==> config.mk <==
export PLATFORM = sky130hd
export DESIGN_NAME = output_drain
export DESIGN_NICKNAME = d
export VERILOG_FILES = /design/src/rtl/output_drain_pkg.sv /design/src/rtl/output_drain_fifo.sv /design/src/rtl/output_drain.sv
export SDC_FILE = /design/constraint.sdc
export NUM_CORES = 1
export LEC_CHECK = 0
export ABC_AREA = 0
export CORE_MARGIN = 4
export CORE_UTILIZATION = 50
export CTS_CLUSTER_SIZE = 30
export DETAILED_ROUTE_END_ITERATION = 12
export GPL_TIMING_DRIVEN = 0
export PLACE_DENSITY_LB_ADDON = 0.3
export SYNTH_ARGS = -nofsm -noshare
export SYNTH_HDL_FRONTEND = slang
export SYNTH_SLANG_ARGS = --single-unit
==> constraint.sdc <==
create_clock -name clk_i -period 4.5 [get_ports clk_i]
set_input_delay 0.45 -clock clk_i [delete_from_list [all_inputs] [get_ports clk_i]]
set_output_delay 0.45 -clock clk_i [all_outputs]
set_load 0.005 [all_outputs]
==> src/rtl/output_drain_pkg.sv <==
// Shared types and arithmetic helpers for the accumulator post-processing stages.
// round_sat works on a sign-extended 64-bit value so any W up to 63 bits can reuse it.
package output_drain_pkg;

    typedef enum logic [1:0] {
        IDLE,
        RUN,
        DONE
    } drain_state_t;

    localparam int unsigned RS_WIDTH = 64;

    // Round half toward +inf on the right shift, then clamp to a signed out_w range.
    function automatic logic signed [RS_WIDTH-1:0] round_sat(
        input logic signed [RS_WIDTH-1:0] x,
        input int unsigned                shift,
        input int unsigned                out_w
    );
        logic signed [RS_WIDTH-1:0] y;
        logic signed [RS_WIDTH-1:0] hi;
        logic signed [RS_WIDTH-1:0] lo;
        if (shift > 0) begin
            y = (x + (64'sd1 <<< (shift - 1))) >>> shift;
        end else begin
            y = x;
        end
        hi = (64'sd1 <<< (out_w - 1)) - 64'sd1;
        lo = -(64'sd1 <<< (out_w - 1));
        if (y > hi) begin
            return hi;
        end else if (y < lo) begin
            return lo;
        end
        return y;
    endfunction

endpackage

==> src/rtl/output_drain_fifo.sv <==
// Synchronous FIFO of {last, data} entries; head entry is read straight from storage
// flops so m_data/m_last never see combinational input paths.
module output_fifo #(
    parameter int unsigned DEPTH = 4,
    parameter int unsigned WIDTH = 9
) (
    input  logic                     clk_i,
    input  logic                     rst_i,
    input  logic                     push_i,
    input  logic [WIDTH-1:0]         data_i,
    input  logic                     pop_i,
    output logic [WIDTH-1:0]         data_o,
    output logic [$clog2(DEPTH):0]   count_o
);

    localparam int unsigned AW = $clog2(DEPTH);
    localparam int unsigned CW = AW + 1;

    logic [WIDTH-1:0] mem_q [DEPTH];
    logic [AW-1:0]    wr_ptr_q;
    logic [AW-1:0]    rd_ptr_q;
    logic [CW-1:0]    count_q;
    logic             push_ok;
    logic             pop_ok;

    always_comb begin
        pop_ok  = pop_i && (count_q != '0);
        // A pop in the same cycle frees the slot, so a full FIFO still accepts the push.
        push_ok = push_i && ((count_q < CW'(DEPTH)) || pop_ok);
    end

    always_ff @(posedge clk_i or posedge rst_i) begin
        if (rst_i) begin
            mem_q    <= '{default: '0};
            wr_ptr_q <= '0;
            rd_ptr_q <= '0;
            count_q  <= '0;
        end else begin
            if (push_ok) begin
                mem_q[wr_ptr_q] <= data_i;
                wr_ptr_q        <= wr_ptr_q + 1'b1;
            end
            if (pop_ok) begin
                rd_ptr_q <= rd_ptr_q + 1'b1;
            end
            case ({push_ok, pop_ok})
                2'b10:   count_q <= count_q + 1'b1;
                2'b01:   count_q <= count_q - 1'b1;
                default: count_q <= count_q;
            endcase
        end
    end

    assign data_o  = mem_q[rd_ptr_q];
    assign count_o = count_q;

endmodule

==> src/rtl/output_drain.sv <==
// Drains accumulated partial sums from the accumulator BRAM, applies ReLU/round/saturate,
// streams the results out and optionally zeroes each consumed word for the next tile.
module output_drain
    import output_drain_pkg::*;
#(
    parameter int unsigned I_WIDTH         = 8,
    parameter int unsigned F_WIDTH         = 8,
    parameter int unsigned BRAM_ADDR_WIDTH = 11,
    parameter int unsigned OUT_WIDTH       = 8,
    parameter int unsigned FRAC_SHIFT      = 8,
    parameter int unsigned FIFO_DEPTH      = 4
) (
    input  logic                         clk_i,
    input  logic                         rst_i,
    input  logic                         start_i,
    input  logic [BRAM_ADDR_WIDTH-1:0]   base_addr_i,
    input  logic [BRAM_ADDR_WIDTH:0]     count_i,
    input  logic                         relu_en_i,
    input  logic                         clear_en_i,
    output logic [BRAM_ADDR_WIDTH-1:0]   bram_addr_o,
    input  logic [I_WIDTH+F_WIDTH-1:0]   bram_data_i,
    output logic                         bram_clr_en_o,
    output logic [BRAM_ADDR_WIDTH-1:0]   bram_clr_addr_o,
    output logic [OUT_WIDTH-1:0]         m_data_o,
    output logic                         m_valid_o,
    input  logic                         m_ready_i,
    output logic                         m_last_o,
    output logic                         busy_o,
    output logic                         done_o
);

    localparam int unsigned W  = I_WIDTH + F_WIDTH;
    localparam int unsigned CW = $clog2(FIFO_DEPTH) + 1;

    drain_state_t               state_q, state_d;
    logic [BRAM_ADDR_WIDTH-1:0] base_q;
    logic [BRAM_ADDR_WIDTH-1:0] prev_addr_q;
    logic [BRAM_ADDR_WIDTH-1:0] rd_addr;
    logic [BRAM_ADDR_WIDTH:0]   count_q;
    logic [BRAM_ADDR_WIDTH:0]   issued_q;
    logic [BRAM_ADDR_WIDTH:0]   returned_q;
    logic                       relu_q;
    logic                       clr_q;
    logic                       inflight_q;
    logic                       issue;
    logic                       push;
    logic                       pop;
    logic                       accept;
    logic [CW-1:0]              fifo_count;
    logic [CW-1:0]              occupancy;
    logic [W-1:0]               x_relu;
    logic [OUT_WIDTH:0]         push_entry;
    logic [OUT_WIDTH:0]         head_entry;

    always_comb begin
        accept    = (state_q == IDLE) && start_i;
        // Count the outstanding read so its data always has a free FIFO slot on return.
        occupancy = fifo_count + CW'(inflight_q);
        issue     = (state_q == RUN) && (issued_q < count_q) && (occupancy < CW'(FIFO_DEPTH));
        rd_addr   = base_q + issued_q[BRAM_ADDR_WIDTH-1:0];
        push      = inflight_q;
        pop       = m_valid_o && m_ready_i;
        x_relu    = (relu_q && bram_data_i[W-1]) ? '0 : bram_data_i;
        push_entry = {
            (returned_q == count_q - 1'b1),
            OUT_WIDTH'(round_sat({{(RS_WIDTH - W){x_relu[W-1]}}, x_relu}, FRAC_SHIFT, OUT_WIDTH))
        };
    end

    always_comb begin
        state_d = state_q;
        case (state_q)
            IDLE: begin
                if (start_i) begin
                    state_d = (count_i == '0) ? DONE : RUN;
                end
            end
            RUN: begin
                if (pop && m_last_o) begin
                    state_d = DONE;
                end
            end
            DONE:    state_d = IDLE;
            default: state_d = IDLE;
        endcase
    end

    always_ff @(posedge clk_i or posedge rst_i) begin
        if (rst_i) begin
            state_q     <= IDLE;
            base_q      <= '0;
            count_q     <= '0;
            relu_q      <= 1'b0;
            clr_q       <= 1'b0;
            issued_q    <= '0;
            returned_q  <= '0;
            inflight_q  <= 1'b0;
            prev_addr_q <= '0;
        end else begin
            state_q    <= state_d;
            inflight_q <= issue;
            if (accept) begin
                base_q     <= base_addr_i;
                count_q    <= count_i;
                relu_q     <= relu_en_i;
                clr_q      <= clear_en_i;
                issued_q   <= '0;
                returned_q <= '0;
            end else begin
                if (issue) begin
                    issued_q    <= issued_q + 1'b1;
                    prev_addr_q <= rd_addr;
                end
                if (push) begin
                    returned_q <= returned_q + 1'b1;
                end
            end
        end
    end

    output_fifo #(
        .DEPTH (FIFO_DEPTH),
        .WIDTH (OUT_WIDTH + 1)
    ) u_fifo (
        .clk_i   (clk_i),
        .rst_i   (rst_i),
        .push_i  (push),
        .data_i  (push_entry),
        .pop_i   (pop),
        .data_o  (head_entry),
        .count_o (fifo_count)
    );

    assign bram_addr_o     = rd_addr;
    assign bram_clr_en_o   = inflight_q && clr_q;
    assign bram_clr_addr_o = prev_addr_q;
    assign m_valid_o       = (fifo_count != '0);
    assign m_data_o        = head_entry[OUT_WIDTH-1:0];
    assign m_last_o        = head_entry[OUT_WIDTH];
    assign busy_o          = (state_q == RUN);
    assign done_o          = (state_q == DONE);

endmodule

==> results of run 1 <==
## final timing paths
check / start / to / slack, ps
setup / recovery: issued_q[1] / bram_addr_o[9] / 1020
hold / removal: rst_i / relu_q / 480
setup reg to reg: relu_q / u_fifo.mem_q[10] / 1680
hold reg to reg: clr_q / clr_q / 480
max in group asynchronous: rst_i / returned_q[9] / 3320
min in group clk_i: clr_q / clr_q / 480
## Yosys cell counts (3+ instances only)
cell,number
dfrtp_1,106
nand2_1,90
nand2b_1,5
mux4_2,9
nor4_1,4
xor2_1,13
nor3_1,6
clkbuf_1,20
xnor2_1,24
mux2_2,37
nand3_1,17
and2_1,4
a21oi_1,19
o21bai_1,4
inv_1,30
and3_1,10
mux2_1,4
a31oi_1,4
mux2i_1,6
nand4_1,12
ha_1,30
o21a_1,5
o221ai_1,4
o31ai_1,3
o21ai_0,39
buf_2,3
a211oi_1,6
a21o_1,4
nor3b_1,3
nor2b_1,7
nor2_1,36
## power by group through the flow
stage                     sequential (mW)  clock [mW]  combinational [mW]
after detailed placement             1.68           0                2.72
after global placement               1.66           0                2.62
final                                1.67       0.728                2.72
after global routing                 1.72       0.789                3.00
after floorplan                      1.60           0                1.79
after CTS                            1.67       0.752                2.74
## sequential cells by signal, summed over array words and instances (netlist names)
name,cells
bram_clr_addr_o,11
u_fifo.mem_q,36
returned_q,12
state_q,2
u_fifo.count_o,3
u_fifo.rd_ptr_q,2
clr_q,1
issued_q,12
base_q,11
count_q,12
relu_q,1
u_fifo.wr_ptr_q,2
inflight_q,1
## through the flow
step	setup slack [ps]	area, um^2	cells	util (%)	hold slack, ps
floorplan	1260	6050	603	-	438
global placement	-233	6950	818	59.9	455
detailed placement	1130	6980	819	60.1	465
CTS	976	7250	835	62.5	481
global route	892	7250	835	62.5	503
finish	1020	7250	835	62.5	479
## critical path: stages (launching register included)
cell,delay (ps)
dfrtp_1,480
ha_1,330
a211oi_1,250
o21bai_1,130
a2111o_1,390
a221oi_1,320
xnor2_1,220
clkdlybuf4s50_1,560
## layer usage
layer / GRT usage [%] / vias up / share of wire, %
met5: 0 / - / 0
met2: 33.8 / 124 / 48
li1: - / 2300 / -
met3: 5.62 / 11 / 5.2
met1: 27.8 / 2297 / 45
met4: 4.32 / 0 / 0.96
## cell families (layout without fill, tap and decap cells)
| group | Yosys count | after routing |
|---|---|---|
| adders and majority gates | 32 | 32 |
| xor gates and xnor gates | 37 | 37 |
| AOI/OAI and AO/OA | 109 | 109 |
| buffers and inverters | 55 | 144 |
| muxes | 58 | 58 |
| and+or+nand+nor | 206 | 206 |
| DFF | 106 | 106 |
## area by class of cell
class / count / area, um^2
Buffer: 25 / 97.6
Clock buffer: 10 / 229
Clock inverter: 6 / 42.5
Fill cell: 961 / 4360
Inverter: 30 / 115
Multi-Input combinational cell: 442 / 3190
Sequential cell: 106 / 2650
Tap cell: 143 / 179
Timing Repair Buffer: 73 / 748
==> impl_metrics.yaml, run 1 <==
logic_synthesis:
  synth_top_family_by_area: "simple AND/OR/NAND/NOR gates"
  yosys.area_share.simple_pct: 16.1
  synth_warnings: 0
  synth_edf_count: 0
  async_flop_share_pct: 100
  syn_inst: 603
  synth.avg_cell_area_um2: 10.0
  syn_area_um2: 6050
  netlist_top_cells_area: "dfrtp_1 (44%), mux2_2 (6.9%), ha_1 (6.2%)"
  synth-seq-area-share_pct: 43.8
  ys_seq_elements: 106
  synth_area_leader_cell: "dfrtp_1"
  yosys.area.top_type_share_pct: 43.8
  syn-num-nets: 680
  synthAdderAreaFrac_pct: 6.86
  synth_compound_area_share_pct: 11.8
  synth_cell_types: 60
  synthXorXnorAreaFrac_pct: 5.35
  synthMuxAreaShare_pct: 12.6
  synthFlopType: "dfrtp_1"
floorplanning:
  fp-row-count: 39
  start_util_pct: 52.1
  fp.dieH_um: 118
  coreArea_um2: 11600
  die_area_um2: 13900
  die-width_um: 118
  io_pins: 80
worst_setup_path:
  required_ps: 4050
  ff2ff_path_depth: 10
  crit_fanout: 9
  crit_path_end_kind: "output port"
  crit_path_start_kind: "flip-flop"
  critPathArrivalTime_ps: 3030
  critPathKind: "flip-flop to output port"
routing:
  drtPass1Iterations: 4
  post_drt_wl_per_cell_um: 16.6
  drt-total-wl_mm: 13.9
  vias: 4732
  routed_via_density: 5.67
  ant_nets: 0
  drtIter0Drc: 264
  drc: 0
sta:
  setup_tns_ps: 0
  drv_slew: 0
  finalCriticalPeriod_ps: 3480
  fin_worst_skew_ps: 7.70
  finalHoldViolations: 0
  timing.fmax_mhz: 288
  max_slew_margin_pct: 48.9
  finalCritPeriodShare_pct: 77.3
  finalSetupViolations: 0
  tightest_slew_ps: 766
  rsz0062_at_grt: "false"
pwr:
  ir_drop_mv: 0.412
  p_int_mw: 3.16
  power_frac_clock_pct: 14.2
  comb_power_share_pct: 53.1
  switching_share_pct: 38.3
  p_per_area_nw_per_um2: 706
  total_power_mw: 5.12
  seqPwrFrac_pct: 32.7
  leakage_nw: 3.19
  p_switching_mw: 1.96
clock_network:
  cts_hold_buffers: 0
  h-tree-depth: 3
  clockRootBuffer: "clkbuf_16"
  ctsResizeCount: 0
  clock_latency_ps: 350
  clockBufferDepth: 2
  clock-sinks: 106
  cts-buffers-inserted: 9
  clk_pin_slew_ps: 70
  post-cts-setup-buffer-count: 0
  cts_tree: "done"
placed_design:
  place_hpwl_mm: 10.4
  port_buffers: 72
  gp_congestion: 0.817
layout:
  diodes: 0
  layout-drive-gt1-share_pct: 11.4
  areaGrowthSynthToFinish_pct: 19.8
  final_common_cell: "dfrtp_1"
  layout_common_cells: "dfrtp_1 (106), nand2_1 (90), clkdlybuf4s50_1 (72)"
  final_nets: 764
global_routing:
  grt_pass1_wl_mm: 23.6
  grt_max_degree: 71
  overflow: 0
  grt.total_usage_pct: 20.7
  first_global_vias: 4811
  antenna_found_initial: 0
run_status:
  status: "finished clean"
flow_run:
  drv_cap: 0
hold_path:
  worstHoldPathType: "input port to asynchronous set/reset pin"
Note: power is estimated with default switching activity, not from simulation.
==> run 2, diff against run 1 <==
Clock period 4.5 ns to 3.6 ns, I/O delays scaled along.
==> results of run 2 <==
Same layout as run 1 (identical final DEF). Status: finished clean.
Main changes from that run: setup slack after placement 1130 ps -> 325 ps; setup slack after layout 1020 ps -> 212 ps; hold slack 479 ps -> 389 ps; register-to-register setup slack 1680 ps -> 780 ps; total power 5.12 mW -> 6.40 mW; worst IR drop on VDD 0.412 mV -> 0.516 mV
==> run 3, diff against run 2 <==
Settings changed: CORE_UTILIZATION 50 to 30.
==> impl_metrics.yaml, run 3 (same netlist as run 1, synthesis figures left out) <==
run_status:
  status: "finished clean"
worst_setup_path:
  crit_path_end_kind: "output port"
  crit_path_start_kind: "flip-flop"
  crit_fanout: 9
  critPathMaxStageDelay_ps: 570
  slowest_stage: "clkdlybuf4s50_1"
  required_ps: 3240
  critPathArrivalTime_ps: 3110
  path_cells: "ha_1 -> a211oi_1 -> o21bai_1 -> a2111o_1 -> a221oi_1 -> xnor2_1 -> clkdlybuf4s50_1"
  critPathKind: "flip-flop to output port"
global_routing:
  grt_pass1_wl_mm: 24.7
  antenna_found_initial: 0
  grt_max_degree: 63
  grt.total_usage_pct: 13.9
  overflow: 0
  first_global_vias: 4814
pwr:
  comb_power_share_pct: 51.9
  leakage_nw: 3.22
  seqPwrFrac_pct: 32.1
  switching_share_pct: 37.3
  p_int_mw: 4.06
  p_switching_mw: 2.42
  power_frac_clock_pct: 16.0
  total_power_mw: 6.48
  p_per_area_nw_per_um2: 871
  ir_drop_mv: 0.389
layout:
  layout_common_cells: "dfrtp_1 (106), nand2_1 (90), clkdlybuf4s50_1 (72)"
  final_nets: 764
  areaGrowthSynthToFinish_pct: 22.9
  finish.instance_area_um2: 7440
  final_common_cell: "dfrtp_1"
  nFillCells: 2058
  diodes: 0
  layout-drive-gt1-share_pct: 11.3
  largest_register: "u_fifo.mem_q"
  largest_register_ffs: 36
sta:
  finalCriticalPeriod_ps: 3470
  tightest_slew_ps: 877
  finalCritPeriodShare_pct: 96.3
  drv_slew: 0
  hold_ws_ps: 425
  finalSetupViolations: 0
  fin_worst_skew_ps: 6.18
  max_slew_margin_pct: 41.5
  rsz0062_at_grt: "false"
  timing.fmax_mhz: 288
  finalHoldViolations: 0
  worst_slack_ps: 132
floorplanning:
  fp-row-count: 51
  io_pins: 80
  die-width_um: 150
  start_util_pct: 30.8
  fp.dieH_um: 150
  coreArea_um2: 19700
  die_area_um2: 22500
clock_network:
  clockBufferDepth: 2
  h-tree-depth: 3
  clock-sinks: 106
  cts_tree: "done"
  clk_pin_slew_ps: 70
  post-cts-setup-buffer-count: 0
  clock_latency_ps: 350
  ctsResizeCount: 0
  cts_hold_buffers: 0
  clockRootBuffer: "clkbuf_16"
  cts-buffers-inserted: 9
placed_design:
  place_hpwl_mm: 10.9
  gp_congestion: 0.818
  dp_slack_ps: 269
  port_buffers: 72
  place_area_um2: 7140
routing:
  ant_nets: 0
  post_drt_wl_per_cell_um: 15.5
  routed_via_density: 4.88
  drtPass1Iterations: 4
  vias: 4668
  drc: 0
  drtIter0Drc: 279
  drt-total-wl_mm: 14.8
flow_run:
  drv_cap: 0
hold_path:
  worstHoldPathType: "input port to asynchronous set/reset pin"
run 3: metal layers:
metal | vias to the layer above | GRT usage, % | wire length [um]
met3 | 15 | 2.79 | 498
met1 | 2259 | 19.7 | 7640
met5 | - | 0 | 0
met2 | 90 | 21.2 | 6450
li1 | 2304 | - | -
met4 | 0 | 4.48 | 228
run 3: power groups by stage:
stage          registers, mW  logic [mW]  clock network, mW
3_5_place_dp            2.10        3.40                  0
3_3_place_gp            2.09        3.36                  0
6_report                2.08        3.36               1.04
4_1_cts                 2.08        3.42               1.06
5_1_grt                 2.15        3.77               1.11
2_1_floorplan           2.00        2.24                  0
run 3: critical path: cells and delay by family, from the launching register on:
kind	cells	cell delay [ps]
buf+inv	1	570
xor+xnor	1	230
compound gates	4	1120
fa+ha+maj	1	340
flops	1	500
run 3: area by class of cell:
type | instances | area (um^2) | share of cell area (%)
multi-input combinational | 442 | 3190 | 42.9
sequential | 106 | 2650 | 35.6
timing repair buffer | 73 | 748 | 10.1
tap | 265 | 332 | 4.46
clock buffer | 13 | 270 | 3.63
inverter | 30 | 115 | 1.55
buffer | 25 | 97.6 | 1.31
clock inverter | 2 | 35.0 | 0.471
run 3: final timing paths:
kind                             startpoint               to  slack, ps  cells past startpoint
max in group asynchronous             rst_i       count_q[8]       2420                      3
worst min register to register        clr_q            clr_q        470                      2
worst min-delay path                  rst_i           relu_q        420                      2
worst max register to register       relu_q  u_fifo.mem_q[1]        730                     10
min in group clk_i                    clr_q            clr_q        470                      2
worst max-delay path            issued_q[1]   bram_addr_o[9]        130                      7
run 3: through the flow:
step                      std cells  setup TNS (ps)  utilization, %
after floorplan                 603               0               -
after global placement          940         -148490            36.2
after detailed placement        941               0            36.3
after CTS                       956               0            37.9
after global routing            956               0            37.9
final                           956               0            37.9
